`src/rtl/align_job_scheduler_pkg.sv`:
```
// Shared types for the alignment job scheduler: nucleotide encoding and FSM state.
package align_job_scheduler_pkg;

  typedef logic [1:0] dna_base;

  typedef enum logic [2:0] {
    S_IDLE,
    S_GRANT,
    S_CLEAR,
    S_RUN,
    S_RESULT
  } sched_state;

endpackage

```
`src/rtl/align_job_scheduler_rr_arbiter.sv`:
```
// Combinational round-robin pick: first asserted request at or above i_ptr, wrapping modulo N.
module rr_arbiter #(
  parameter int N = 4
) (
  input  logic [N-1:0]         i_req,
  input  logic [$clog2(N)-1:0] i_ptr,
  output logic [N-1:0]         o_onehot,
  output logic [$clog2(N)-1:0] o_idx,
  output logic                 o_any
);

  localparam int IW = $clog2(N);

  // NOTE: every output gets a default before the search loop so no latch is inferred.
  always_comb begin
    logic [IW-1:0] w_k;
    o_onehot = '0;
    o_idx    = '0;
    o_any    = 1'b0;
    for (int i = 0; i < N; i++) begin
      w_k = IW'((int'(i_ptr) + i) % N);
      if (!o_any && i_req[w_k]) begin
        o_any         = 1'b1;
        o_idx         = w_k;
        o_onehot[w_k] = 1'b1;
      end
    end
  end

endmodule

```
`src/rtl/align_job_scheduler.sv`:
```
// Shares one med_solver between NUM_REQ requesters: round-robin grant, solver start, result return.
// Optional watchdog on the RUN state is built when ALIGN_SCHED_TIMEOUT_EN is defined.
module align_job_scheduler
  import align_job_scheduler_pkg::*;
#(
  parameter  int NUM_REQ    = 4,
  parameter  int MAX_LEN1   = 5,
  parameter  int MAX_LEN2   = 5,
  parameter  int RST_CYCLES = 2,
  parameter  int TIMEOUT    = 4096,
  localparam int IDW        = $clog2(NUM_REQ),
  localparam int L1W        = $clog2(MAX_LEN1) + 2,
  localparam int L2W        = $clog2(MAX_LEN2) + 2,
  localparam int R1W        = $clog2(MAX_LEN1) + 1,
  localparam int R2W        = $clog2(MAX_LEN2) + 1
) (
  input  logic                                  i_clk,
  input  logic                                  i_rst,
  input  logic [NUM_REQ-1:0]                    i_req_valid,
  output logic [NUM_REQ-1:0]                    o_req_ready,
  input  logic [NUM_REQ-1:0][L1W-1:0]           i_req_len1,
  input  logic [NUM_REQ-1:0][L2W-1:0]           i_req_len2,
  input  dna_base [NUM_REQ-1:0][MAX_LEN1-1:0]   i_req_seq1,
  input  dna_base [NUM_REQ-1:0][MAX_LEN2-1:0]   i_req_seq2,
  output logic                                  o_solver_rst,
  output logic [L1W-1:0]                        o_solver_len1,
  output logic [L2W-1:0]                        o_solver_len2,
  output dna_base [MAX_LEN1-1:0]                o_solver_seq1,
  output dna_base [MAX_LEN2-1:0]                o_solver_seq2,
  input  logic                                  i_solver_finished,
  input  logic [R1W-1:0]                        i_solver_max_row,
  input  logic [R2W-1:0]                        i_solver_max_col,
  output logic                                  o_res_valid,
  input  logic                                  i_res_ready,
  output logic [IDW-1:0]                        o_res_id,
  output logic [R1W-1:0]                        o_res_max_row,
  output logic [R2W-1:0]                        o_res_max_col,
  output logic                                  o_res_err,
  output logic                                  o_busy
);

  localparam int CW = $clog2(RST_CYCLES) + 1;

  sched_state                r_state, w_next;
  logic [IDW-1:0]            r_gnt, r_ptr;
  logic [NUM_REQ-1:0]        r_gnt_oh;
  logic [CW-1:0]             r_clr_cnt;
  logic                      r_run_first;
  logic [L1W-1:0]            r_len1;
  logic [L2W-1:0]            r_len2;
  dna_base [MAX_LEN1-1:0]    r_seq1;
  dna_base [MAX_LEN2-1:0]    r_seq2;
  logic [IDW-1:0]            r_res_id;
  logic [R1W-1:0]            r_res_row;
  logic [R2W-1:0]            r_res_col;
  logic                      r_res_err;

  logic [NUM_REQ-1:0]        w_arb_onehot;
  logic [IDW-1:0]            w_arb_idx;
  logic                      w_arb_any;
  logic signed [L1W-1:0]     w_len1;
  logic signed [L2W-1:0]     w_len2;
  logic                      w_len_bad, w_accept, w_clr_done, w_done, w_timeout;

  rr_arbiter #(.N(NUM_REQ)) u_arb (
    .i_req    (i_req_valid),
    .i_ptr    (r_ptr),
    .o_onehot (w_arb_onehot),
    .o_idx    (w_arb_idx),
    .o_any    (w_arb_any)
  );

  assign w_len1     = $signed(i_req_len1[r_gnt]);
  assign w_len2     = $signed(i_req_len2[r_gnt]);
  assign w_len_bad  = (int'(w_len1) < 2) || (int'(w_len1) > MAX_LEN1) ||
                      (int'(w_len2) < 1) || (int'(w_len2) > MAX_LEN2);
  assign w_accept   = (r_state == S_GRANT) && i_req_valid[r_gnt];
  assign w_clr_done = (r_clr_cnt == CW'(RST_CYCLES - 1));
  // The solver's clear can lag one cycle, so a finished flag in the first RUN cycle is stale.
  assign w_done     = (r_state == S_RUN) && !r_run_first && i_solver_finished;

`ifdef ALIGN_SCHED_TIMEOUT_EN
  localparam int TW = $clog2(TIMEOUT + 1);
  logic [TW-1:0] r_to_cnt;

  always_ff @(posedge i_clk) begin
    if (!i_rst)                    r_to_cnt <= '0;
    else if (r_state == S_CLEAR)   r_to_cnt <= '0;
    else if (r_state == S_RUN)     r_to_cnt <= r_to_cnt + 1'b1;
  end

  assign w_timeout = (r_state == S_RUN) && (r_to_cnt == TW'(TIMEOUT - 1));
`else
  assign w_timeout = 1'b0;
`endif

  // NOTE: all sequential state uses non-blocking assignment so every register samples pre-edge values.
  always_ff @(posedge i_clk) begin
    if (!i_rst) r_state <= S_IDLE;
    else        r_state <= w_next;
  end

  always_comb begin
    w_next = r_state;
    case (r_state)
      S_IDLE:   if (w_arb_any) w_next = S_GRANT;
      S_GRANT:  if (!i_req_valid[r_gnt]) w_next = S_IDLE;
                else if (w_len_bad)      w_next = S_RESULT;
                else                     w_next = S_CLEAR;
      S_CLEAR:  if (w_clr_done) w_next = S_RUN;
      S_RUN:    if (w_done || w_timeout) w_next = S_RESULT;
      S_RESULT: if (i_res_ready) w_next = S_IDLE;
      default:  w_next = S_IDLE;
    endcase
  end

  always_comb begin
    o_req_ready  = '0;
    o_solver_rst = 1'b1;
    o_res_valid  = 1'b0;
    o_busy       = 1'b1;
    case (r_state)
      S_IDLE:   o_busy       = 1'b0;
      S_GRANT:  o_req_ready  = r_gnt_oh;
      S_RUN:    o_solver_rst = 1'b0;
      S_RESULT: o_res_valid  = 1'b1;
      default:  ;
    endcase
  end

  always_ff @(posedge i_clk) begin
    if (!i_rst) begin
      r_gnt       <= '0;
      r_gnt_oh    <= '0;
      r_ptr       <= '0;
      r_clr_cnt   <= '0;
      r_run_first <= 1'b0;
      r_len1      <= '0;
      r_len2      <= '0;
      r_seq1      <= '0;
      r_seq2      <= '0;
      r_res_id    <= '0;
      r_res_row   <= '0;
      r_res_col   <= '0;
      r_res_err   <= 1'b0;
    end else begin
      if (r_state == S_IDLE && w_arb_any) begin
        r_gnt    <= w_arb_idx;
        r_gnt_oh <= w_arb_onehot;
      end
      if (w_accept) begin
        r_len1   <= i_req_len1[r_gnt];
        r_len2   <= i_req_len2[r_gnt];
        r_seq1   <= i_req_seq1[r_gnt];
        r_seq2   <= i_req_seq2[r_gnt];
        r_res_id <= r_gnt;
        r_ptr    <= (r_gnt == IDW'(NUM_REQ - 1)) ? '0 : r_gnt + 1'b1;
        if (w_len_bad) begin
          r_res_err <= 1'b1;
          r_res_row <= '0;
          r_res_col <= '0;
        end
      end
      if (r_state == S_GRANT)      r_clr_cnt <= '0;
      else if (r_state == S_CLEAR) r_clr_cnt <= r_clr_cnt + 1'b1;
      r_run_first <= (r_state == S_CLEAR);
      if (w_done) begin
        r_res_row <= i_solver_max_row;
        r_res_col <= i_solver_max_col;
        r_res_err <= 1'b0;
      end else if (w_timeout) begin
        r_res_row <= '0;
        r_res_col <= '0;
        r_res_err <= 1'b1;
      end
    end
  end

  assign o_solver_len1 = r_len1;
  assign o_solver_len2 = r_len2;
  assign o_solver_seq1 = r_seq1;
  assign o_solver_seq2 = r_seq2;
  assign o_res_id      = r_res_id;
  assign o_res_max_row = r_res_row;
  assign o_res_max_col = r_res_col;
  assign o_res_err     = r_res_err;

endmodule

```
`config.mk`:
```
export PLATFORM = sky130hd
export DESIGN_NAME = align_job_scheduler
export DESIGN_NICKNAME = d
export VERILOG_FILES = /design/src/rtl/align_job_scheduler_pkg.sv /design/src/rtl/align_job_scheduler_rr_arbiter.sv /design/src/rtl/align_job_scheduler.sv
export SDC_FILE = /design/constraint.sdc
export NUM_CORES = 1
export LEC_CHECK = 0
export CELL_PAD_IN_SITES_DETAIL_PLACEMENT = 1
export CELL_PAD_IN_SITES_GLOBAL_PLACEMENT = 2
export CORE_MARGIN = 3
export CORE_UTILIZATION = 23
export CTS_BUF_LIST = sky130_fd_sc_hd__clkbuf_4
export DETAILED_ROUTE_END_ITERATION = 7
export PLACE_DENSITY = 0.9
export SYNTH_ARGS = -nofsm -noshare
export SYNTH_HDL_FRONTEND = slang
export SYNTH_HIERARCHICAL = 1
export SYNTH_SLANG_ARGS = --single-unit
```
`constraint.sdc`:
```
create_clock -name i_clk -period 2.7 [get_ports i_clk]
set_input_delay 0.405 -clock i_clk [delete_from_list [all_inputs] [get_ports i_clk]]
set_output_delay 0.405 -clock i_clk [all_outputs]
set_load 0.01 [all_outputs]
```
==> summary.md <==
| Metric | Value |
|---|---|
| Setup CP Type | flop to primary output |
| TritonCTS Buffers | 5 |
| WHS | 409 ps |
| Commonest non-fill, non-tap cells in the layout | 182 x clkdlybuf4s50_1, 77 x nand2_1, 53 x dfxtp_1, 33 x a21boi_1, 26 x mux4_2 |
| DR WL/cell | 17.1 µm |
| CP endpoint kind | primary output |
| Area delta synth->final | 60.7% |
| Synth warn | 6 |
| Finished Cell Area | 5670 µm² |
| # port buffers | 183 |
| Peak supply drop | 0.276 mV |
| Arrival @ worst endpoint | 2080 ps |
| Detailed placement HPWL | 10.1 mm |
| Worst Path Max Fanout | 10 |
| Pwr dens | 458 nW/µm² |
| Die ar. | 16900 µm² |
| Worst skew pair latency | 390 ps |
| Hold path cells | 3 |
| Avg Cell Area, Syn | 10.0 µm² |
| Routability cong. | 0.844 |
| Clock buffer depth | 2 |
| Gr usage total | 14.2% |
| DRC | 0 |
| Largest net degree at the start of global routing | 54 |
| Slew Viols, Final | 0 |
| Core area | 14800 µm² |
| Worst-Margin Slew | 492 ps |
| Flip-flop and latch count after synthesis | 55 |
| # resized after CTS | 0 |
| Netlist cell types | 44 |
| Routed wl met3 | 1.10 mm |
| R2R depth | 6 |
| Post-synthesis sequential area ratio | 31.2% |
| Vias | 3408 |
| Hold WC Path Type | input port to flop |
| Max-slew headroom | 67.2% |
| Tmin final | 2480 ps |
| Crit path launch type | flop |
| Clk root buf | clkbuf_4 |
| Pre-antenna DRT Iters | 4 |
| Mapped Cells | 353 |
| Setup Fix Bufs, Post-CTS | 0 |
| Final setup vio count | 0 |
| Initial antenna violation count | 0 |
| Top Layer Used | met4 |
| First-pass GRT wire length | 18.9 mm |
| Vias in the first global route | 3762 |
| Final WL | 12.3 mm |
| Die Span Y | 130 µm |
| Status | completed |
| Syn nets | 496 |
| Max Clk Rate | 0.403 GHz |
| H-tree depth | 2 |
| Fraction of layout cells with a size suffix above 1 | 13.3% |
| Die width | 130 µm |
| Sink Count | 55 |
| Maxcap violations | 0 |
| Rows | 44 |
| IO Pins | 184 |
| Grt ovf | 0 |
| TritonCTS clock tree | done |
| Commonest non-fill, non-tap cell in the layout | clkdlybuf4s50_1 |
| Leakage Power | 1.93 nW |
| DRT antenna net count | 0 |
| Synthesized cell area | 3530 µm² |
| WL met1 | 4.50 mm |
| DP Area | 5590 µm² |
| Worst Skew | 11.9 ps |
| Hold-fix buffers at CTS | 0 |
| Post-route clock period utilization | 91.9% |
| Crit path required time | 2300 ps |
| DR WL met2 | 6.46 mm |
| Final core utilization | 38.4% |
| Via density | 4.74 |
| Fin Setup TNS | 0 ps |
| Initial detailed-routing violation count | 76 |
| Initial core utilization | 23.9% |
| Final hold vios | 0 |
| Fin nets | 676 |
| Clock-pin slew on the worst setup and hold paths | 170 ps |
| RSZ-0062 raised after global routing | false |
[sequential cells by signal (all words and copies together), names as in the netlist]
register,flops
o_solver_seq1,10
o_res_max_row,4
o_res_max_col,4
r_run_first,1
r_state,3
o_solver_seq2,10
r_ptr,2
r_gnt,2
o_res_err,1
r_clr_cnt,2
r_gnt_oh,4
o_solver_len1,5
o_solver_len2,5
o_res_id,2
[path summary, 6_finish.rpt]
check | start | endpoint | slack, ps
min | i_rst | r_run_first$_SDFF_PN0_ | 410
max | r_state[2]$_SDFFE_PN0P_ | o_req_ready[2] | 220
max reg2reg | r_gnt[0]$_SDFFE_PN0P_ | o_res_max_row[1]$_SDFFE_PN0P_ | 290
min reg2reg | o_solver_seq2[0]$_SDFFE_PN0P_ | o_solver_seq2[0]$_SDFFE_PN0P_ | 460
[worst max-delay path: stages (launching register included)]
cell             delay [ps]
dfxtp_1                 430
nor3b_1                 390
buf_4                   190
and2_1                  120
clkdlybuf4s50_1         540
[power breakdown]
part	switching [W]	internal (W)	total, W
Combinational	0.000508	0.000671	0.00118
Clock	0.000271	0.000191	0.000462
Sequential	0.0000631	0.000892	0.000955
Total	0.000842	0.00175	0.00260
[layer usage]
metal  vias to the layer above  global-route usage (%)
met1                      1635                    14.9
li1                       1640                       -
met4                         0                    3.67
met3                        12                    5.49
met2                       121                    26.7
met5                         -                       0
[cell families (layout without fill, tap and decap cells)]
kind of cell | count (synthesis) | in the layout | share of synthesized area (%)
mux | 47 | 47 | 26.7
compound gates | 78 | 78 | 16.0
simple gates | 134 | 134 | 19.0
other cells | 0 | 1 | 0
buf+inv | 31 | 212 | 4.36
flops | 55 | 55 | 31.2
fa+ha+maj | 7 | 7 | 2.48
xor+xnor | 1 | 1 | 0.248
[area by class of cell]
class,count,area [µm²]
Fill cell,1673,9080
Multi-Input combinational cell,267,2280
Timing Repair Buffer,199,1960
Sequential cell,55,1100
Tap cell,184,230
Clock inverter,3,38.8
Clock buffer,5,37.5
Inverter,5,18.8
Antenna cell,1,2.50
[cells in the mapped netlist, drive strengths merged]
master	n	share of area (%)
a21boi	34	7.6
a21oi	20	3.7
a22oi	8	1.7
a32o	2	0.57
and2	8	1.4
and2b	1	0.25
and4b	1	0.39
buf	8	1.9
clkbuf	18	1.9
clkinv	1	0.11
dfxtp	55	31
ha	7	2.5
inv	4	0.43
mux2	1	0.32
mux2i	11	3.1
mux4	35	23
nand2	78	8.4
nand2b	13	2.3
nor2	8	0.92
nor2b	10	1.8
nor3	6	0.99
nor3b	4	0.85
nor4	2	0.53
nor4b	1	0.67
o211ai	1	0.21
o21ai	9	1.3
o221a	1	0.32
o221ai	1	0.25
o22a	1	0.25
o31ai	1	0.21
or2b	1	0.32
or3	1	0.18
xor2	1	0.25
[through the flow]
stage	power, W	setup WS (ps)	cells
2_1_floorplan	0.00165	431	353
3_3_place_gp	0.00214	178	710
3_5_place_dp	0.00218	77.3	710
4_1_cts	0.00266	192	718
5_1_grt	0.00278	16.2	718
6_report	0.00260	218	719
(Power assumes the default switching activity.)
